`config.mk`:
```
export PLATFORM = sky130hd
export DESIGN_NAME = fetch_queue_unit
export DESIGN_NICKNAME = d
export VERILOG_FILES = /design/src/rtl/fetch_queue_unit_pkg.sv /design/src/rtl/fetch_queue_unit_fifo.sv /design/src/rtl/fetch_queue_unit.sv
export SDC_FILE = /design/constraint.sdc
export NUM_CORES = 1
export LEC_CHECK = 0
export CORE_ASPECT_RATIO = 1.5
export CORE_MARGIN = 2
export CORE_UTILIZATION = 45
export CTS_CLUSTER_DIAMETER = 80
export DETAILED_ROUTE_END_ITERATION = 8
export PLACE_DENSITY = 0.68
export SLEW_MARGIN = 20
export SYNTH_ARGS = -nofsm -noshare
export SYNTH_HDL_FRONTEND = slang
export SYNTH_SLANG_ARGS = --single-unit
```
`constraint.sdc`:
```
create_clock -name clk -period 5.55 [get_ports clk]
set_clock_uncertainty 0.15 [all_clocks]
set_input_delay 1.665 -clock clk [delete_from_list [all_inputs] [get_ports clk]]
set_output_delay 1.665 -clock clk [all_outputs]
set_load 0.005 [all_outputs]
```
`src/rtl/fetch_queue_unit_pkg.sv`:
```
// mcu32x_fetch_pkg: shared types and constants for the MCU32X fetch front end.
//   fetch_state_t : fetch FSM state encoding
//   INSTR_W       : instruction word width
//   PC_INC        : fetch stride in bytes (one 32-bit word)
//   fetch_entry_t : queue entry {pc, instr, fault} at the default 32-bit PC
//                   width. The unit itself rebuilds the same layout at its
//                   XLEN parameter.
package mcu32x_fetch_pkg;

  localparam int INSTR_W      = 32;
  localparam int PC_INC       = 4;
  localparam int PC_W_DEFAULT = 32;

  typedef enum logic [2:0] {
    IDLE,   // waiting for queue space
    REQ,    // request presented to imem
    WAIT,   // one request outstanding, response will be queued
    DRAIN,  // one stale request outstanding, response will be dropped
    HALT    // access fault seen, only a redirect restarts fetch
  } fetch_state_t;

  typedef struct packed {
    logic [PC_W_DEFAULT-1:0] pc;
    logic [INSTR_W-1:0]      instr;
    logic                    fault;
  } fetch_entry_t;

endpackage

```
`src/rtl/fetch_queue_unit_fifo.sv`:
```
// fetch_fifo: synchronous FIFO used as the fetch instruction queue.
//   clk, reset      : rising-edge clock, synchronous active-high reset
//   push, push_data : write an entry (ignored when full)
//   pop             : retire the head entry (ignored when empty)
//   flush           : drop every entry; wins over push and pop
//   head_data       : current head entry (undefined when empty)
//   full, empty     : status
//   count           : number of stored entries
// DEPTH must be a power of two so the pointers wrap on their own.
module fetch_fifo #(
  parameter int DEPTH = 4,
  parameter int WIDTH = 8
) (
  input  logic                       clk,
  input  logic                       reset,
  input  logic                       push,
  input  logic [WIDTH-1:0]           push_data,
  input  logic                       pop,
  input  logic                       flush,
  output logic [WIDTH-1:0]           head_data,
  output logic                       full,
  output logic                       empty,
  output logic [$clog2(DEPTH+1)-1:0] count
);

  localparam int AW = (DEPTH > 1) ? $clog2(DEPTH) : 1;
  localparam int CW = $clog2(DEPTH+1);

  logic [WIDTH-1:0] mem [DEPTH];
  logic [AW-1:0]    rd_ptr, wr_ptr;
  logic             do_push, do_pop;

  assign full    = (count == CW'(DEPTH));
  assign empty   = (count == '0);
  assign do_push = push && !full;
  assign do_pop  = pop && !empty;

  assign head_data = mem[rd_ptr];

  always_ff @(posedge clk) begin
    if (reset || flush) begin
      rd_ptr <= '0;
      wr_ptr <= '0;
      count  <= '0;
    end else begin
      if (do_push) wr_ptr <= wr_ptr + AW'(1);
      if (do_pop)  rd_ptr <= rd_ptr + AW'(1);
      count <= count + CW'(do_push) - CW'(do_pop);
    end
  end

  // Storage needs no reset: only entries covered by count are ever read.
  always_ff @(posedge clk) begin
    if (do_push && !reset && !flush) mem[wr_ptr] <= push_data;
  end

endmodule

```
`src/rtl/fetch_queue_unit.sv`:
```
// fetch_queue_unit: instruction-fetch front end for the MCU32X core.
// Owns the fetch PC, issues one word-aligned request at a time to imem,
// queues returned words with their PCs and hands them to decode.
//   clk, reset                     : clock, synchronous active-high reset
//   redirect_valid, redirect_pc    : taken branch/jump; flush and refetch
//   imem_req_valid/ready/addr      : request channel (addr = fetch_pc)
//   imem_resp_valid/data/error     : one response per accepted request
//   inst_valid/ready/data/pc/fault : queue head toward decode
//   occupancy                      : number of queued entries
module fetch_queue_unit
  import mcu32x_fetch_pkg::*;
#(
  parameter int              XLEN        = 32,
  parameter logic [XLEN-1:0] RESET_PC    = '0,
  parameter int              QUEUE_DEPTH = 4
) (
  input  logic                             clk,
  input  logic                             reset,
  input  logic                             redirect_valid,
  input  logic [XLEN-1:0]                  redirect_pc,
  output logic                             imem_req_valid,
  input  logic                             imem_req_ready,
  output logic [XLEN-1:0]                  imem_req_addr,
  input  logic                             imem_resp_valid,
  input  logic [INSTR_W-1:0]               imem_resp_data,
  input  logic                             imem_resp_error,
  output logic                             inst_valid,
  input  logic                             inst_ready,
  output logic [INSTR_W-1:0]               inst_data,
  output logic [XLEN-1:0]                  inst_pc,
  output logic                             inst_fault,
  output logic [$clog2(QUEUE_DEPTH+1)-1:0] occupancy
);

  localparam int CW = $clog2(QUEUE_DEPTH+1);

  typedef struct packed {
    logic [XLEN-1:0]    pc;
    logic [INSTR_W-1:0] instr;
    logic               fault;
  } entry_t;

  fetch_state_t    state, state_n;
  logic [XLEN-1:0] fetch_pc, fetch_pc_n;
  logic [XLEN-1:0] req_pc;     // address of the outstanding request
  logic [XLEN-1:0] redir_pc;

  entry_t          q_in, q_head;
  logic            q_push, q_pop, q_full, q_empty;
  logic [CW-1:0]   occ;
  logic [CW:0]     occ_after;
  logic            in_flight;

  // Redirect flushes the queue, so neither a push nor a pop may land on the
  // same cycle: a same-cycle response belongs to the old path.
  assign q_push = (state == WAIT) && imem_resp_valid && !redirect_valid;
  assign q_pop  = !q_empty && inst_ready && !redirect_valid;
  assign q_in   = '{pc: req_pc, instr: imem_resp_data, fault: imem_resp_error};

  fetch_fifo #(
    .DEPTH (QUEUE_DEPTH),
    .WIDTH ($bits(entry_t))
  ) u_fifo (
    .clk       (clk),
    .reset     (reset),
    .push      (q_push),
    .push_data (q_in),
    .pop       (q_pop),
    .flush     (redirect_valid),
    .head_data (q_head),
    .full      (q_full),
    .empty     (q_empty),
    .count     (occ)
  );

  // Queue level once this cycle's push/pop settle; decides whether another
  // request still fits after the one just returned.
  assign occ_after = {1'b0, occ} + (CW+1)'(q_push) - (CW+1)'(q_pop);

  // Low two bits of redirect_pc are dropped to keep fetch word aligned.
  assign redir_pc = redirect_pc & ~(XLEN'(PC_INC - 1));

  // After this edge, is there still a request whose response has not come
  // back? If so a redirect must go through DRAIN to swallow it. A response
  // arriving on the redirect cycle itself is the stale one, already dropped.
  assign in_flight = (((state == WAIT) || (state == DRAIN)) && !imem_resp_valid)
                  || ((state == REQ) && imem_req_ready);

  always_comb begin
    state_n    = state;
    fetch_pc_n = fetch_pc;
    case (state)
      // Entering IDLE means nothing is outstanding, so the full flag alone
      // is the space check.
      IDLE:  if (!q_full) state_n = REQ;
      REQ: begin
        if (imem_req_ready) begin
          fetch_pc_n = fetch_pc + XLEN'(PC_INC);
          state_n    = WAIT;
        end
      end
      WAIT: begin
        if (imem_resp_valid) begin
          if (imem_resp_error)                            state_n = HALT;
          else if (occ_after < (CW+1)'(QUEUE_DEPTH))      state_n = REQ;
          else                                            state_n = IDLE;
        end
      end
      DRAIN: if (imem_resp_valid) state_n = REQ;
      HALT:  state_n = HALT;
      default: state_n = IDLE;
    endcase
    if (redirect_valid) begin
      fetch_pc_n = redir_pc;
      state_n    = in_flight ? DRAIN : REQ;
    end
  end

  always_ff @(posedge clk) begin
    if (reset) begin
      state    <= IDLE;
      fetch_pc <= RESET_PC;
      req_pc   <= '0;
    end else begin
      state    <= state_n;
      fetch_pc <= fetch_pc_n;
      if ((state == REQ) && imem_req_ready) req_pc <= fetch_pc;
    end
  end

  assign imem_req_valid = (state == REQ);
  assign imem_req_addr  = fetch_pc;

  // Head fields are masked so an empty queue always reads as zero.
  assign inst_valid = !q_empty;
  assign inst_data  = inst_valid ? q_head.instr : '0;
  assign inst_pc    = inst_valid ? q_head.pc    : '0;
  assign inst_fault = inst_valid && q_head.fault;
  assign occupancy  = occ;

endmodule

```
==> out/metrics.csv, run 1 <==
stage;metric;value;unit
route;drt first pass iters;4;
route;via count;7532;
finish;ratio of cells with drive above 1 in the final layout;14.7;%
cts;Clock Sinks;324;
finish;# nets final;1095;
critical_path;Worst path top cell family by delay;buffers and inverters;
timing;Worst slew margin;47.1;%
power;VDD IR-drop max;196;uV
floorplan;DIE AREA;30400;um^2
global_route;first-pass GRT wire length;42.0;mm
timing;fmax;0.216;GHz
logic_synthesis;dominant synthesized flop cell;edfxtp_1;
route;WL/cell;18.5;um
logic_synthesis;Yosys cell types;55;
logic_synthesis;Post-Synth XOR/XNOR Area;0.806;%
finish;antenna fix cells;0;
floorplan;core area;28600;um^2
finish;Area Overhead vs Synth;24.3;%
cts;CTS tree;yes;
route;wirelength, routed;26.4;mm
power;LEAKAGE;5.38;nW
placed_design;placed instance count;1372;
global_route;largest net degree at the start of global routing;67;
min_path;Hold/Removal Path Class;reg2reg;
critical_path;crit path max fanout;27;
logic_synthesis;top cells by area, synth;edfxtp_1, dfxtp_1, mux4_2;
logic_synthesis;share of the synthesized area in the top cell type;58.0;%
logic_synthesis;EDFF count, synth;252;
logic_synthesis;largest family of logic cells by synthesized area;multiplexers;
logic_synthesis;Post-synth ARST share;0;%
logic_synthesis;post-synthesis mux area share;11.1;%
cts;H-tree Lvls;1;
timing;Setup TNS;0;ps
global_route;initial antenna violation count;0;
finish;Layout Cells excl Fill;1425;
floorplan;Starting Density;45.6;%
route;DRC violation total after the first TritonRoute iteration;303;
cts;CTS Buffer Depth;3;
critical_path;CP bufs+invs;2;
cts;clock latency on the worst-skew pair;540;ps
critical_path;WP data required;3730;ps
timing;Final Max Slew Viols;0;
placed_design;quantity of I/O buffers inserted on ports;166;
critical_path;R2R Setup Slk;2570;ps
cts;clock slew at reported path FFs;60;ps
timing;Fin. Hold Viols;0;
cts;total CTS buffers;29;
logic_synthesis;Synthesis Warnings;0;
timing;period utilization;83.3;%
critical_path;Crit-path slowest cell;dfxtp_4;
critical_path;crit path kind;reg2out;
placed_design;GPL Wtd Cong;0.828;
cts;Post-CTS Setup Inserts;0;
logic_synthesis;post-synthesis compound-gate area fraction;4.77;%
logic_synthesis;syn_area_per_cell;15.4;um^2
timing;setup repair after global routing missed its margin;false;
cts;CTS hold repair buffers;0;
floorplan;FP Rows;76;
logic_synthesis;Post-Syn Area;13000;um^2
finish;final core occ;56.6;%
timing;Setup-failing EPs final;0;
power;PD cells;300;nW/um^2
floorplan;IO Pins;173;
critical_path;worst path cell trace;buf_4 > mux4_2 > and2_1 > clkdlybuf4s50_1;
logic_synthesis;register area share after synthesis;69.1;%
global_route;GRT Total Usage;17.8;%
logic_synthesis;largest area contributor in the netlist;edfxtp_1;
critical_path;critical path arrival;2810;ps
timing;Slew @ Worst Pin;793;ps
global_route;vias in the first global route;7734;
cts;CTS root buf;clkbuf_16;
flow_run;Max Cap Viol;0;
placed_design;post-DP HPWL;17.0;mm
outcome;status;complete, no violations;
logic_synthesis;Synth Area in Adders;1.11;%
route;via/cell ratio;5.29;
floorplan;Die X;143;um
timing;Tmin final;4620;ps
critical_path;CP max stage delay;710;ps
logic_synthesis;cell count after synthesis;845;
floorplan;chip height;212;um
route;Post-route DRC;0;
critical_path;CP Capture Type;primary output;
global_route;grt ovf;0;
critical_path;crit start category;flip-flop;
route;post-route ant nets;0;
cts;post-CTS sizing;0;
logic_synthesis;#FFs+latches synth;324;
logic_synthesis;Synth Area in Simple Gates;10.7;%
synthesized netlist by cell type, types with 2 or more instances:
library cell    n
and3_1          6
a311oi_1       14
nand4_1         9
and4_1          6
nor3_1          6
nand4bb_1       2
o21ai_0         5
ha_1           10
a2111oi_0       3
edfxtp_1      252
nor2b_1         3
or4_1          10
dfxtp_1        72
mux4_2         63
nand2_1        78
buf_2           8
a211oi_1       10
buf_1           7
and2_1         70
or3_1           3
nor2_1         35
a21oi_1        39
buf_4           4
o31a_1          2
mux2i_1         2
xnor2_1         7
nand3_1        14
nor4_1          8
inv_1          22
o31ai_1        11
xor2_1          5
or2_2           2
clkbuf_1       35
path summary, 6_finish.rpt:
kind	start	to	cells after the start
max reg2reg	u_fifo.count[2]$_SDFF_PP0_	u_fifo.count[2]$_SDFF_PP0_	9
max	flip-flop	inst_pc[21]	4
min	req_pc[26]$_SDFFE_PP0P_	req_pc[26]$_SDFFE_PP0P_	2
min reg2reg	req_pc[26]$_SDFFE_PP0P_	req_pc[26]$_SDFFE_PP0P_	2
through the flow:
stage                     worst slack (ps)  total power, W  cell area [um^2]  hold WS, ps
after floorplan                        847         0.00280             13100          310
after global placement                1010         0.00292             15300          323
after detailed placement               951         0.00292             15300          341
after CTS                              795         0.00492             16200          349
after global routing                   728         0.00504             16200          376
final                                  927         0.00487             16200          345
logic make-up after synthesis:
kind of cell,count (synthesis)
buffers and inverters,77
flip-flops,324
other,1
AND/OR/NAND/NOR,261
XOR/XNOR,12
AO/OA/AOI/OAI,93
adder cells (fa/ha/maj),11
multiplexers,66
tightest hold or removal path, delay by kind of cell (launching register included):
kind            cells  cell delay, ps
compound gates      1              50
flops               1             340
simple gates        1              60
layout make-up:
| class | count | area [um^2] |
|---|---|---|
| Clock buffer | 32 | 737 |
| Clock inverter | 21 | 214 |
| Fill cell | 2294 | 12400 |
| Inverter | 22 | 82.6 |
| Multi-Input combinational cell | 447 | 3750 |
| Sequential cell | 324 | 9020 |
| Tap cell | 390 | 488 |
| Timing Repair Buffer | 189 | 1920 |
flip-flops by register name (all words and copies together) (netlist names), named ones only:
register and cells:
u_fifo.mem 252, imem_req_addr 30, req_pc 30, state 3, u_fifo.count 3, u_fifo.rd_ptr 2
u_fifo.wr_ptr 2
layer usage:
layer	track usage [%]	vias to the layer above	share of wire (%)
met1	22.4	3729	41
li1	-	3573	-
met2	31.2	191	52
met5	0	-	0
met4	5.84	0	2.4
met3	3.02	39	4.8
power by group:
group	internal (W)	switching, W	leakage (nW)
Combinational	0.000106	0.0000897	1.86
Clock	0.00115	0.000852	0.463
Sequential	0.00263	0.0000426	3.06
Total	0.00388	0.000985	5.38
cell usage in the layout (no fill, tap or decap), types with 4 or more instances in the layout:
| master | n |
|---|---|
| edfxtp_1 | 252 |
| clkdlybuf4s50_1 | 165 |
| nand2_1 | 78 |
| dfxtp_1 | 70 |
| and2_1 | 66 |
| mux4_2 | 63 |
| a21oi_1 | 39 |
| nor2_1 | 35 |
| clkbuf_16 | 29 |
| inv_1 | 22 |
| buf_4 | 16 |
| a311oi_1 | 14 |
| nand3_1 | 14 |
| o31ai_1 | 11 |
| a211oi_1 | 10 |
| or4_1 | 10 |
| ha_1 | 10 |
| nand4_1 | 9 |
| clkinv_2 | 8 |
| xnor2_1 | 7 |
| nor4_1 | 7 |
| buf_12 | 7 |
| and3_1 | 6 |
| and4_1 | 6 |
| nor3_1 | 6 |
| xor2_1 | 5 |
| o21ai_0 | 5 |
| and2_4 | 4 |
| conb_1 | 4 |
| bufinv_16 | 4 |
Note: power is estimated with default switching activity, not from simulation.
==> run 2: changes to the inputs <==
==> constraint.sdc (replaced) <==
create_clock -name clk -period 4.34 [get_ports clk]
set_clock_uncertainty 0.15 [all_clocks]
set_input_delay 1.302 -clock clk [delete_from_list [all_inputs] [get_ports clk]]
set_output_delay 1.302 -clock clk [all_outputs]
set_load 0.005 [all_outputs]
==> run 2 against run 1 <==
  * Via count increased by 0.45%
  * Sequential share of layout area down 0.26 points
  * Critical path depth unchanged
  * Global-route usage fell by 0.42 points
  * Core utilization increased by 0.26 points
  * Final area grew 0.46%
  * Final cell count is 0.14% higher
  * Flip-flop and latch count unchanged
  * Total power grew 28%
  * First-iteration DRC count rose by 17%
  * Clock-buffer cell count increased by 8
  * Combinational power is 29% higher
  * Largest cell class unchanged
  * Largest power group unchanged
==> out/metrics.csv, run 2 (same netlist as run 1, synthesis figures left out) <==
stage;metric;value;unit;change
min_path;Hold/Removal Path Class;reg2reg;;
placed_design;GPL Wtd Cong;0.846;;+2.2%
critical_path;worst r2r dst;state[0]$_SDFFE_PP0P_;;
cts;CTS tree;yes;;
route;drt first pass iters;4;;unchanged
critical_path;Crit-path slowest cell;mux4_2;;
flow_run;Max Cap Viol;0;;unchanged
finish;Layout Cells excl Fill;1427;;+0.14%
finish;most common cell after layout, fill and taps aside;edfxtp_1;;
power;PD cells;383;nW/um^2;+28%
cts;CTS Buffer Depth;3;;unchanged
global_route;vias in the first global route;7652;;-1.1%
power;switching part of the total;20.1;%;-0.14 points
route;via count;7566;;+0.45%
outcome;status;complete, no violations;;
global_route;GRT Total Usage;17.4;%;-0.42 points
timing;Setup-failing EPs final;0;;unchanged
finish;final core occ;56.9;%;+0.26 points
cts;H-tree Lvls;1;;unchanged
route;Post-route DRC;0;;unchanged
route;post-route ant nets;0;;unchanged
timing;Slew @ Worst Pin;732;ps;-60.9 ps
global_route;largest net degree at the start of global routing;68;;+1.5%
placed_design;placed instance count;1374;;+0.15%
timing;period utilization;92.5;%;
critical_path;Worst R2R Path Depth;10;;+1
finish;commonest non-fill, non-tap cells in the layout;edfxtp_1, clkdlybuf4s50_1, nand2_1;;
power;P_sw;0.00125;W;+27%
power;LEAKAGE;5.40;nW;+0.36%
power;register share of total power;54.8;%;about the same
min_path;hold_sp;req_pc[16]$_SDFFE_PP0P_;;
critical_path;Worst path top cell family by delay;buffers and inverters;;
min_path;Hold Path Stages;2;;unchanged
critical_path;Reg-to-Reg Start;u_fifo.count[2]$_SDFF_PP0_;;
floorplan;Starting Density;45.6;%;unchanged
critical_path;crit path max fanout;13;;-52%
power;VDD IR-drop max;340;uV;+73%
critical_path;CP max stage delay;530;ps;-180 ps
timing;Fin. Hold Viols;0;;unchanged
floorplan;Die X;143;um;unchanged
floorplan;chip height;212;um;unchanged
finish;Storage cell area;9020;um^2;unchanged
critical_path;critical path arrival;2560;ps;-250 ps
cts;clock slew at reported path FFs;70;ps;about the same
critical_path;crit start category;flip-flop;;
finish;ratio of cells with drive above 1 in the final layout;14.7;%;-0.028 points
timing;Tmin final;4010;ps;
critical_path;crit path kind;reg2out;;
critical_path;WP data required;2890;ps;-840 ps
global_route;grt ovf;0;;unchanged
finish;filler cell count;2263;;-1.4%
critical_path;R2R Setup Slk;1630;ps;-940 ps
placed_design;quantity of I/O buffers inserted on ports;166;;unchanged
finish;largest register by flop count;u_fifo.mem;;
cts;CTS root buf;clkbuf_16;;
placed_design;post-DP HPWL;16.5;mm;-3.0%
global_route;first-pass GRT wire length;40.9;mm;-2.7%
critical_path;CP bufs+invs;2;;unchanged
finish;max reg flops;252;;unchanged
cts;Clock Sinks;324;;unchanged
cts;post-CTS sizing;0;;unchanged
cts;Post-CTS Setup Inserts;0;;unchanged
critical_path;worst path cell trace;buf_4 > mux4_2 > and2_1 > clkdlybuf4s50_1;;
timing;setup repair after global routing missed its margin;false;;
floorplan;IO Pins;173;;unchanged
global_route;initial antenna violation count;0;;unchanged
timing;fmax;0.249;GHz;
timing;Worst slew margin;50.7;%;+3.6 points
finish;Multi-input gate area;3750;um^2;unchanged
timing;Final Max Slew Viols;0;;unchanged
finish;Area Overhead vs Synth;24.8;%;
critical_path;CP Capture Type;primary output;;
power;Clk network pwr share;41.1;%;about the same
floorplan;core area;28600;um^2;unchanged
timing;Setup TNS;0;ps;unchanged
finish;antenna fix cells;0;;unchanged
power;combinational share of power;4.1;%;about the same
cts;CTS hold repair buffers;0;;unchanged
route;wirelength, routed;26.2;mm;-0.45%
cts;total CTS buffers;29;;unchanged
route;DRC violation total after the first TritonRoute iteration;353;;+17%
min_path;WHS Endpoint;req_pc[16]$_SDFFE_PP0P_;;
power;Cell Int Power;0.00498;W;+28%
route;WL/cell;18.4;um;-0.59%
finish;# nets final;1097;;+0.18%
floorplan;FP Rows;76;;unchanged
route;via/cell ratio;5.30;;+0.31%
cts;clock latency on the worst-skew pair;550;ps;about the same
floorplan;DIE AREA;30400;um^2;unchanged
-- run 2: cell count changes in the layout (fill, tap and decap cells not counted), sizes merged --
cell / previous run / this run
clkbuf: 32 / 40
clkinv: 11 / 6
buf: 24 / 26
bufinv: 4 / 3
clkinvlp: 4 / 3
inv: 24 / 23
-- run 2: through the flow --
step	setup slack, ps	hold WS, ps	instance area [um^2]	total power [W]
final	327	349	16300	0.00624
after global routing	177	375	16300	0.00645
after CTS	254	352	16300	0.00631
after detailed placement	429	341	15300	0.00374
after global placement	452	328	15300	0.00373
after floorplan	0.112	310	13100	0.00358
-- run 2: tightest hold or removal path, delay by kind of cell (launching register included) --
kind               cells  cell delay [ps]
DFF                    1              340
AOI/OAI and AO/OA      1               50
and+or+nand+nor        1               60
-- run 2: worst max-delay path by stage --
stage | startpoint | endpoint | cells after the start
5_1_grt | flip-flop | inst_data[29] | 4
6_report | flip-flop | inst_pc[5] | 4
4_1_cts | flip-flop | inst_pc[3] | 4
2_1_floorplan | redirect_valid | u_fifo.mem[0][0]$_DFFE_PP_ | 4
3_3_place_gp | redirect_valid | u_fifo.mem[1][58]$_DFFE_PP_ | 6
3_5_place_dp | redirect_valid | u_fifo.mem[1][58]$_DFFE_PP_ | 6
-- run 2: power groups by stage --
stage	Combinational, W	Clock [W]	Sequential, W
floorplan	0.000106	0	0.00347
global placement	0.000250	0	0.00348
detailed placement	0.000254	0	0.00348
CTS	0.000256	0.00263	0.00342
global route	0.000276	0.00275	0.00342
finish	0.000253	0.00256	0.00342
-- run 2: area by class of cell --
cell class	instances	share of cell area, %
Clock buffer	40	4.96
Multi-Input combinational cell	447	23.0
Clock inverter	13	0.945
Inverter	22	0.507
Tap cell	390	3.00
Sequential cell	324	55.4
Timing Repair Buffer	191	12.2
-- run 2: layer usage --
metal / vias up / part of all wire, % / GRT usage, %
met4: 0 / 2.3 / 5.39
li1: 3568 / - / -
met2: 197 / 51 / 30.7
met1: 3764 / 41 / 21.9
met5: - / 0 / 0
met3: 37 / 5.3 / 2.93
==> run 3: changes to the inputs <==
--- a/config.mk
+++ b/config.mk
@@ -10,6 +10,7 @@
 export CORE_UTILIZATION = 45
 export CTS_CLUSTER_DIAMETER = 80
 export DETAILED_ROUTE_END_ITERATION = 8
+export GPL_TIMING_DRIVEN = 0
 export PLACE_DENSITY = 0.68
 export SLEW_MARGIN = 20
 export SYNTH_ARGS = -nofsm -noshare
==> run 3 against run 2 <==
  * Total power fell by 0.32%
  * Clock power barely moved
  * Die area did not move
  * Combinational power rose by 6%
  * Core utilization fell by 0.079 points
  * Routed wire length rose by 6.1%
==> out/metrics.csv, run 3 (same netlist as run 1, synthesis figures left out) <==
stage;metric;value;unit;change
route;post-route ant nets;0;;unchanged
finish;# nets final;1128;;+2.8%
global_route;largest net degree at the start of global routing;43;;-37%
finish;max reg flops;252;;unchanged
finish;Layout Cells excl Fill;1459;;+2.2%
finish;Multi-input gate area;3740;um^2;-0.33%
cts;Post-CTS Setup Inserts;0;;unchanged
floorplan;Starting Density;45.6;%;unchanged
placed_design;post-DP HPWL;19.1;mm;+16%
timing;Setup TNS;0;ps;unchanged
floorplan;core area;28600;um^2;unchanged
flow_run;Max Cap Viol;0;;unchanged
power;LEAKAGE;5.42;nW;+0.31%
cts;CTS hold repair buffers;0;;unchanged
critical_path;R2R Setup Slk;1410;ps;-220 ps
critical_path;worst r2r dst;u_fifo.mem[0][58]$_DFFE_PP_;;
cts;CTS root buf;clkbuf_16;;
route;Post-route DRC;0;;unchanged
route;wirelength, routed;27.8;mm;+6.1%
critical_path;WP data required;2890;ps;about the same
timing;Worst slew margin;22.4;%;-28 points
timing;Final Max Slew Viols;0;;unchanged
global_route;first-pass GRT wire length;42.7;mm;+4.4%
cts;total CTS buffers;29;;unchanged
timing;Setup-failing EPs final;0;;unchanged
cts;Clock Sinks;324;;unchanged
critical_path;critical path arrival;2750;ps;+190 ps
route;via count;7671;;+1.4%
floorplan;IO Pins;173;;unchanged
finish;commonest non-fill, non-tap cells in the layout;edfxtp_1, clkdlybuf4s50_1, nand2_1;;
critical_path;crit path kind;reg2out;;
floorplan;chip height;212;um;unchanged
cts;clock latency on the worst-skew pair;550;ps;about the same
finish;Storage cell area;9010;um^2;about the same
finish;filler cell count;2318;;+2.4%
finish;most common cell after layout, fill and taps aside;edfxtp_1;;
placed_design;placed instance count;1408;;+2.5%
cts;H-tree Lvls;1;;unchanged
cts;CTS Buffer Depth;3;;unchanged
global_route;GRT Total Usage;18.5;%;+1.1 points
floorplan;DIE AREA;30400;um^2;unchanged
global_route;grt ovf;0;;unchanged
global_route;initial antenna violation count;0;;unchanged
timing;final worst setup slack;136;ps;-191 ps
cts;CTS tree;yes;;
cts;post-CTS sizing;6;;+6
finish;largest register by flop count;u_fifo.mem;;
route;drt first pass iters;5;;+1
outcome;status;complete, no violations;;
power;VDD IR-drop max;269;uV;-21%
timing;Slew @ Worst Pin;1150;ps;+422 ps
route;WL/cell;19.1;um;+3.7%
power;Pwr Total;0.00622;W;-0.32%
critical_path;crit path capture;inst_pc[28];;
min_path;Hold/Removal Path Class;reg2reg;;
placed_design;GPL Wtd Cong;0.923;;+9.1%
critical_path;Worst R2R Path Depth;5;;-5
placed_design;pre-CTS setup slack;-648;ps;-1080 ps
placed_design;quantity of I/O buffers inserted on ports;166;;unchanged
timing;Fin. Hold Viols;0;;unchanged
route;via/cell ratio;5.26;;-0.84%
critical_path;Reg-to-Reg Start;state[1]$_SDFFE_PP0P_;;
global_route;vias in the first global route;7665;;+0.17%
critical_path;crit path max fanout;10;;-3
finish;ratio of cells with drive above 1 in the final layout;13.9;%;-0.72 points
timing;period utilization;96.9;%;+4.4 points
timing;setup repair after global routing missed its margin;true;;
critical_path;crit start category;flip-flop;;
power;PD cells;382;nW/um^2;-0.18%
finish;Area Overhead vs Synth;24.7;%;
route;DRC violation total after the first TritonRoute iteration;370;;+4.8%
timing;Tmin final;4200;ps;+191 ps
critical_path;CP Capture Type;primary output;;
floorplan;FP Rows;76;;unchanged
finish;antenna fix cells;0;;unchanged
floorplan;Die X;143;um;unchanged
cts;clock slew at reported path FFs;60;ps;about the same
timing;fmax;0.238;GHz;-4.5%
run 3: changes by cell type in the layout (fill, tap and decap cells not counted), moves of 5 or more:
cell      change
buf_1         +5
buf_2         +6
buf_12        -9
clkbuf_2     +11
buf_4        -10
clkbuf_1     +24
run 3: worst min-delay path by stage:
stage / to / slack (ps) / cells past startpoint / from
after floorplan: u_fifo.mem[0][35]$_DFFE_PP_ / 310 / 0 / req_pc[2]$_SDFFE_PP0P_
after global placement: u_fifo.mem[2][43]$_DFFE_PP_ / 320 / 0 / req_pc[10]$_SDFFE_PP0P_
after detailed placement: req_pc[7]$_SDFFE_PP0P_ / 350 / 2 / req_pc[7]$_SDFFE_PP0P_
after CTS: req_pc[7]$_SDFFE_PP0P_ / 350 / 2 / req_pc[7]$_SDFFE_PP0P_
after global routing: req_pc[7]$_SDFFE_PP0P_ / 360 / 2 / req_pc[7]$_SDFFE_PP0P_
final: req_pc[26]$_SDFFE_PP0P_ / 350 / 2 / req_pc[26]$_SDFFE_PP0P_
run 3: per-stage QoR:
step / area (um^2) / hold slack [ps] / util, %
floorplan: 13100 / 310 / -
global placement: 15200 / 325 / 53.1
detailed placement: 15300 / 345 / 53.5
CTS: 16300 / 354 / 56.8
global route: 16300 / 363 / 56.8
finish: 16300 / 349 / 56.8
run 3: worst max-delay path, cell delays in order, from the launching register on:
cell	delay (ps)
dfxtp_2	580
buf_2	420
mux4_2	610
and2_1	180
clkdlybuf4s50_1	430
run 3: metal layers:
layer  global-route usage (%)  vias up  share of wire, %
met2                     33.5      218                53
met1                     22.1     3773                39
met3                     3.11       44               5.1
met5                        0        -                 0
met4                     6.62        0               2.9
li1                         -     3636                 -
run 3: final cells by class:
type | count | area share (%)
repair buffers | 170 | 10.8
inverters | 22 | 0.508
clock inverters | 14 | 0.924
flip-flops and latches | 324 | 55.4
plain buffers | 52 | 1.45
well taps | 390 | 3.00
clock buffers | 40 | 4.89
multi-input cells | 447 | 23.0
run 3: power by group:
group / internal [W] / switching [W] / total [W] / leakage, nW
combinational: 0.000140 / 0.000127 / 0.000267 / 1.90
sequential: 0.00337 / 0.0000535 / 0.00342 / 3.06
clock: 0.00146 / 0.00107 / 0.00253 / 0.462
total: 0.00497 / 0.00125 / 0.00622 / 5.42
